<file path="config.mk">
export PLATFORM = sky130hd
export DESIGN_NAME = pad_share_arb
export DESIGN_NICKNAME = d
export VERILOG_FILES = /design/src/rtl/pad_share_arb.sv
export SDC_FILE = /design/constraint.sdc
export NUM_CORES = 1
export LEC_CHECK = 0
export CELL_PAD_IN_SITES_DETAIL_PLACEMENT = 2
export CELL_PAD_IN_SITES_GLOBAL_PLACEMENT = 2
export CORE_MARGIN = 2
export CORE_UTILIZATION = 10
export CTS_CLUSTER_DIAMETER = 30
export CTS_CLUSTER_SIZE = 40
export DETAILED_ROUTE_END_ITERATION = 12
export HOLD_SLACK_MARGIN = 0.02
export PLACE_DENSITY_LB_ADDON = 0.15
export SLEW_MARGIN = 0
export SYNTH_ARGS = -nofsm -noshare
export SYNTH_HDL_FRONTEND = slang
export SYNTH_SLANG_ARGS = --single-unit
</file>
<file path="constraint.sdc">
create_clock -name clk_i -period 1.85 [get_ports clk_i]
set_input_delay 0.185 -clock clk_i [delete_from_list [all_inputs] [get_ports clk_i]]
set_output_delay 0.185 -clock clk_i [all_outputs]
set_load 0.03 [all_outputs]
</file>
<file path="src/rtl/pad_share_arb.sv">
// pad_share_arb: round-robin owner arbiter for one shared GPIO pad bank.
// Ports: clk_i, rst_n_i (sync, active-low); req*/gnt* handshake; out*/oen*/ren*
// requester drive; in* gated pad input; pad_i/oen/ren_o and pad_c_i pad cell pins;
// busy_o. Optional PAD_SHARE_ARB_SYNC_EN adds a 2-flop sync on pad_c_i.
module pad_share_arb #(
  parameter int PAD_NUM  = 8,
  parameter int TURN_CYC = 2
) (
  input  logic               clk_i,
  input  logic               rst_n_i,
  input  logic               req0_i,
  input  logic               req1_i,
  output logic               gnt0_o,
  output logic               gnt1_o,
  input  logic [PAD_NUM-1:0] out0_i,
  input  logic [PAD_NUM-1:0] out1_i,
  input  logic [PAD_NUM-1:0] oen0_i,
  input  logic [PAD_NUM-1:0] oen1_i,
  input  logic [PAD_NUM-1:0] ren0_i,
  input  logic [PAD_NUM-1:0] ren1_i,
  output logic [PAD_NUM-1:0] in0_o,
  output logic [PAD_NUM-1:0] in1_o,
  output logic [PAD_NUM-1:0] pad_i_o,
  output logic [PAD_NUM-1:0] pad_oen_o,
  output logic [PAD_NUM-1:0] pad_ren_o,
  input  logic [PAD_NUM-1:0] pad_c_i,
  output logic               busy_o
);

  if (TURN_CYC < 1) begin : g_bad_turn
    $error("pad_share_arb: TURN_CYC must be >= 1");
  end
  if (PAD_NUM < 1 || PAD_NUM > 32) begin : g_bad_num
    $error("pad_share_arb: PAD_NUM must be 1..32");
  end

  localparam logic [1:0] IDLE = 2'd0;
  localparam logic [1:0] OWN0 = 2'd1;
  localparam logic [1:0] OWN1 = 2'd2;
  localparam logic [1:0] TURN = 2'd3;

  localparam int CW =
    (TURN_CYC > 1) ? $clog2(TURN_CYC) : 1;

  logic [1:0]         state;
  logic               rr;
  logic [CW-1:0]      cnt;
  logic [PAD_NUM-1:0] pad_in;

  always_ff @(posedge clk_i) begin
    if (!rst_n_i) begin
      state <= IDLE;
      rr    <= 1'b0;
      cnt   <= '0;
    end else begin
      unique case (state)
        IDLE: begin
          if (req0_i && req1_i)
            state <= rr ? OWN1 : OWN0;
          else if (req0_i)
            state <= OWN0;
          else if (req1_i)
            state <= OWN1;
        end
        OWN0: begin
          if (!req0_i) begin
            state <= TURN;
            cnt   <= CW'(TURN_CYC - 1);
            rr    <= 1'b1;
          end
        end
        OWN1: begin
          if (!req1_i) begin
            state <= TURN;
            cnt   <= CW'(TURN_CYC - 1);
            rr    <= 1'b0;
          end
        end
        TURN: begin
          if (cnt == '0)
            state <= IDLE;
          else
            cnt <= cnt - 1'b1;
        end
      endcase
    end
  end

  assign gnt0_o = (state == OWN0);
  assign gnt1_o = (state == OWN1);
  assign busy_o = (state != IDLE);

`ifdef PAD_SHARE_ARB_SYNC_EN
  logic [PAD_NUM-1:0] sync1;
  logic [PAD_NUM-1:0] sync2;

  always_ff @(posedge clk_i) begin
    if (!rst_n_i) begin
      sync1 <= '0;
      sync2 <= '0;
    end else begin
      sync1 <= pad_c_i;
      sync2 <= sync1;
    end
  end

  assign pad_in = sync2;
`else
  assign pad_in = pad_c_i;
`endif

  // Anything other than a live owner leaves the bank released.
  always_comb begin
    pad_i_o   = '0;
    pad_oen_o = '0;
    pad_ren_o = '1;
    unique case (1'b1)
      gnt0_o: begin
        pad_i_o   = out0_i;
        pad_oen_o = oen0_i;
        pad_ren_o = ren0_i;
      end
      gnt1_o: begin
        pad_i_o   = out1_i;
        pad_oen_o = oen1_i;
        pad_ren_o = ren1_i;
      end
      default: ;
    endcase
  end

  assign in0_o = gnt0_o ? pad_in : '0;
  assign in1_o = gnt1_o ? pad_in : '0;

endmodule

</file>
==> results.tsv, run 1 <==
metric	value	unit
crit_path_end_kind	output pin	
fin_crit	1730	ps
dpl.hpwl	3630	um
io_pins	103	
maxSlewHeadroom	79.1	%
timing.setup.tns	0	ps
fmax	579	MHz
grt_usage	10.3	%
power	2.68	mW
ir_drop	0.875	mV
synthArstFlopShare	0	%
cp.arrival	1540	ps
port_buffers	102	
core_area	7610	sq um
ctsHoldBuffers	0	
ys.warnings.count	0	
rsz0062_at_grt	no	
grt-ovfl-total	0	
place_inst	311	
cpPeakStageDelay	680	ps
hp-class	reg -> reg	
dp_slack	183	ps
wl_met3	192	um
finalCritPeriodShare	93.3	%
p_leak	0.789	nW
syn_area_per_cell	6.95	sq um
post_cts.repair.setup_buffers	0	
synth-seq-cells	4	
worstMarginPinSlew	313	ps
antenna_found_initial	0	
cts_tree	built	
synthFlopType	dfxtp_1	
slew_viol_final	0	
synthDistinctLibCells	26	
setup_viol	0	
grt_pass1_vias	1282	
place_congestion	0.726	
crit_type	reg -> out	
synth_cells	111	
hold-path-cell-count	2	
hold_end	state[1]$_SDFFE_PN0P_	
final.fill_count	904	
drt_iter0_drc	18	
ant_nets	0	
cp_slowest_cell	clkdlybuf4s50_1	
die_w	91.9	um
power.density	1370	nW/um^2
routed_via_density	3.88	
cts_made_buffers	3	
synth_edf_count	0	
fin_ws	124	ps
drive_above_1_share	32.9	%
drtPass1Iterations	5	
synth_common_cells	25 x a22oi_1, 16 x and2_1, 16 x nor2b_1, 14 x nand2_1	
outcome	complete, no violations	
wl	4500	um
worst-r2r-setup-slack	280	ps
finalHoldViolCount	0	
top_layer_used	met4	
area_delta_synth_final	154	%
crit_chain	inv_1 > ha_2 > clkdlybuf4s50_1	
final_nets	280	
wl_met2	2440	um
cts_sinks	4	
synth_top_cell_area_share	24.3	%
skew	2.69	ps
seq_area_frac_synth	10.4	%
yosysTopAreaCell	a22oi_1	
drc	0	
wl_per_cell	14.3	um
rows	32	
n_antenna_cell	0	
htree_levels	1	
path_max_fanout	3	
clockRootBuffer	clkbuf_8	
clk_pin_slew	30	ps
r2r_start	state[1]$_SDFFE_PN0P_	
crit_required	1660	ps
clockBufferDepth	2	
synthesis.nets	176	
start_util	10.1	%
multi_input_area	679	sq um
min_from	state[1]$_SDFFE_PN0P_	
final_cells	315	
worstRegToRegCells	5	
vias	1221	
grt_max_degree	36	
register_area	81.3	sq um
r2r_end	state[0]$_SDFFE_PN0P_	
die_y	91.9	um
synth_area	772	sq um
dieArea	8440	sq um
wl_met1	1840	um
synth_area_leaders	a22oi_1 24%, and2_1 13%, nor2b_1 13%	
start_kind	flip-flop	
yosysMostFrequentCell	a22oi_1	
clock_latency	220	ps
drv_cap	0	
grt_pass1_wl	6990	um
==> kinds of logic (layout without fill, tap and decap cells) <==
group,Yosys count,count (layout),share of synthesized area [%]
mux,1,1,1.30
fa+ha+maj,5,5,8.10
simple gates,54,54,40.5
buf+inv,14,116,7.45
flops,4,4,10.4
compound gates,33,33,32.3
==> final cells by class <==
cell class | instances | area share [%]
multi-input cells | 93 | 34.7
clock buffers | 3 | 2.11
inverters | 4 | 0.766
well taps | 102 | 6.51
flip-flops and latches | 4 | 4.15
repair buffers | 109 | 51.8
==> per-layer routing <==
layer  vias up  GRT usage, %
met5         -             0
met4         0          1.87
met3         2          1.56
met2        34          18.8
met1       585          12.8
li1        600             -
==> cells in the final DEF (no fill, tap or decap), types with 2 or more instances in the layout <==
cell type,count
ha_1,3
nor2b_1,4
and2_1,16
nand2_1,14
clkbuf_8,3
nor2b_2,12
inv_1,4
buf_12,2
dfxtp_1,3
buf_4,44
a22oi_1,25
clkdlybuf4s50_1,60
a21oi_1,2
==> power breakdown <==
part | switching (mW) | leakage (nW) | internal, mW
Sequential | 0.0257 | 0.0335 | 0.124
Combinational | 1.33 | 0.733 | 1.01
Clock | 0.0487 | 0.0216 | 0.139
Total | 1.40 | 0.789 | 1.28
==> worst max-delay path, delay by kind of cell, from the launching register on <==
family     cells  cell delay (ps)
fa+ha+maj      1              220
buf+inv        2              790
flops          1              300
==> flip-flops by register name (all words and copies together), names as in the netlist <==
| signal | count |
|---|---|
| state | 2 |
| cnt | 1 |
| rr | 1 |
==> worst max-delay path by stage <==
stage	start	end	slack (ps)	depth (start not counted)
after floorplan	state[0]$_SDFFE_PN0P_	pad_i_o[0]	50	6
after global placement	state[1]$_SDFFE_PN0P_	busy_o	200	4
after detailed placement	req0_i	state[0]$_SDFFE_PN0P_	180	4
after CTS	state[1]$_SDFFE_PN0P_	pad_oen_o[5]	100	6
after global routing	state[1]$_SDFFE_PN0P_	pad_i_o[1]	50	5
final	state[0]$_SDFFE_PN0P_	gnt1_o	120	3
==> per-stage QoR <==
step | hold slack [ps] | util (%) | instance area, sq um
floorplan | 332 | - | 807
global placement | 498 | 24.7 | 1880
detailed placement | 513 | 24.7 | 1880
CTS | 517 | 25.2 | 1920
global route | 509 | 25.8 | 1960
finish | 492 | 25.8 | 1960
==> timing repair <==
| item | CTS | global route |
|---|---|---|
| gates resized for setup | 1 | 3 |
| cloned | 0 | 1 |
| endpoints found under the setup margin | 1 | 3 |
(Power assumes the default switching activity.)
==> inputs of run 2 (changes only) <==
- SKIP_LAST_GASP: unset -> 1
==> run 2 against run 1 <==
Cell area fell by 0.51%. Non-clock buffer count did not move. Setup slack got worse by 0.71 ps. Via count fell by 0.41%. Global-route usage did not move. Clock-buffer cell count did not move. Sequential cell count did not move. Critical path type unchanged. Critical endpoint unchanged. Largest power group unchanged.
==> results.tsv, run 2 (synthesis gave the netlist of run 1 again) <==
metric	value	unit	change
grt-ovfl-total	0		unchanged
final_util	25.6	%	-0.13 points
final_common_cell	clkdlybuf4s50_1		
timing.setup.tns	0	ps	unchanged
crit_required	1660	ps	about the same
ir_drop	0.886	mV	+1.3%
dp_slack	183	ps	unchanged
register_area	81.3	sq um	unchanged
slew_viol_final	0		unchanged
multi_input_area	669	sq um	-1.5%
largest_reg_flops	2		unchanged
crit_path_end_kind	output pin		
final_nets	280		unchanged
grt_pass1_vias	1282		unchanged
dieArea	8440	sq um	unchanged
start_kind	flip-flop		
final_cells	315		unchanged
fin_crit	1730	ps	+0.708 ps
crit_chain	inv_1 > ha_2 > clkdlybuf4s50_1		
io_pins	103		unchanged
worst-path-buf-inv	2		unchanged
place_inst	311		unchanged
rsz0062_at_grt	yes		
clockRootBuffer	clkbuf_8		
regMostFlops	state		
hp-class	reg -> reg		
finalCritPeriodShare	93.3	%	about the same
drv_cap	0		unchanged
place_congestion	0.726		unchanged
largest_registers	state (2), cnt (1), rr (1)		
worstMarginPinSlew	313	ps	unchanged
cp_slowest_cell	clkdlybuf4s50_1		
start_util	10.1	%	unchanged
fmax	579	MHz	about the same
grt_usage	10.3	%	unchanged
fin_ws	123	ps	-0.708 ps
vias	1216		-0.41%
drt_iter0_drc	19		+1
wl	4520	um	+0.42%
cts_sinks	4		unchanged
clock_latency	220	ps	about the same
path_max_fanout	3		unchanged
power	2.67	mW	-0.35%
cts_made_buffers	3		unchanged
post_cts.repair.setup_buffers	0		unchanged
routed_via_density	3.86		-0.41%
crit_type	reg -> out		
htree_levels	1		unchanged
setup_viol	0		unchanged
drtPass1Iterations	5		unchanged
wl_per_cell	14.3	um	+0.42%
r2r_start	state[0]$_SDFFE_PN0P_		
cp.arrival	1540	ps	about the same
cp_top_family	buffers and inverters		
dpl.hpwl	3630	um	unchanged
power.density	1370	nW/um^2	+0.16%
drc	0		unchanged
die_w	91.9	um	unchanged
grt_pass1_wl	6990	um	unchanged
n_antenna_cell	0		unchanged
p_leak	0.787	nW	-0.22%
clk_pin_slew	30	ps	about the same
maxSlewHeadroom	79.1	%	unchanged
finalHoldViolCount	0		unchanged
min_from	state[1]$_SDFFE_PN0P_		
ant_nets	0		unchanged
drive_above_1_share	32.9	%	unchanged
cp-startpoint	state[0]$_SDFFE_PN0P_		
final.fill_count	906		+0.22%
ctsHoldBuffers	0		unchanged
cpPeakStageDelay	680	ps	about the same
area_delta_synth_final	153	%	
core_area	7610	sq um	unchanged
port_buffers	102		unchanged
antenna_found_initial	0		unchanged
skew	3.16	ps	+0.463 ps
rows	32		unchanged
cts_tree	built		
die_y	91.9	um	unchanged
outcome	complete, no violations		
final_cell_mix	60 x clkdlybuf4s50_1, 44 x buf_4, 25 x a22oi_1		
grt_max_degree	36		unchanged
clockBufferDepth	2		unchanged
## run 2: metal layers
metal | routed length [um] | track usage, %
met5 | 0 | 0
met2 | 2430 | 18.8
met1 | 1870 | 12.8
met4 | 21 | 1.87
met3 | 195 | 1.56
## run 2: worst paths after layout
kind | endpoint | depth (start not counted) | slack (ps)
max | gnt1_o | 3 | 120
min | state[1]$_SDFFE_PN0P_ | 2 | 490
max reg2reg | state[0]$_SDFFE_PN0P_ | 5 | 290
min reg2reg | state[1]$_SDFFE_PN0P_ | 2 | 490
## run 2: tightest hold or removal path, stage by stage (launching register included)
cell	delay, ps
dfxtp_2	330
nand2_1	60
mux2i_1	60
## run 2: area by class of cell
type	instances	area share, %
repair buffers	109	52.1
multi-input cells	93	34.3
well taps	102	6.54
flip-flops and latches	4	4.17
clock buffers	3	2.12
inverters	4	0.770
## run 2: repair_timing
| action | in CTS | in global routing |
|---|---|---|
| gates resized for setup | 1 | 2 |
| gates cloned | 0 | 1 |
| endpoints found under the setup margin | 1 | 3 |
## run 2: through the flow
stage          cell area, sq um  hold WS (ps)
3_5_place_dp               1880           513
2_1_floorplan               807           332
4_1_cts                    1920           517
6_report                   1950           493
3_3_place_gp               1880           498
5_1_grt                    1950           509
## run 2: report_power, final
part | total (mW) | leakage [nW] | switching, mW | internal (mW)
combinational | 2.33 | 0.732 | 1.33 | 1.01
clock | 0.188 | 0.0216 | 0.0492 | 0.139
sequential | 0.150 | 0.0335 | 0.0258 | 0.124
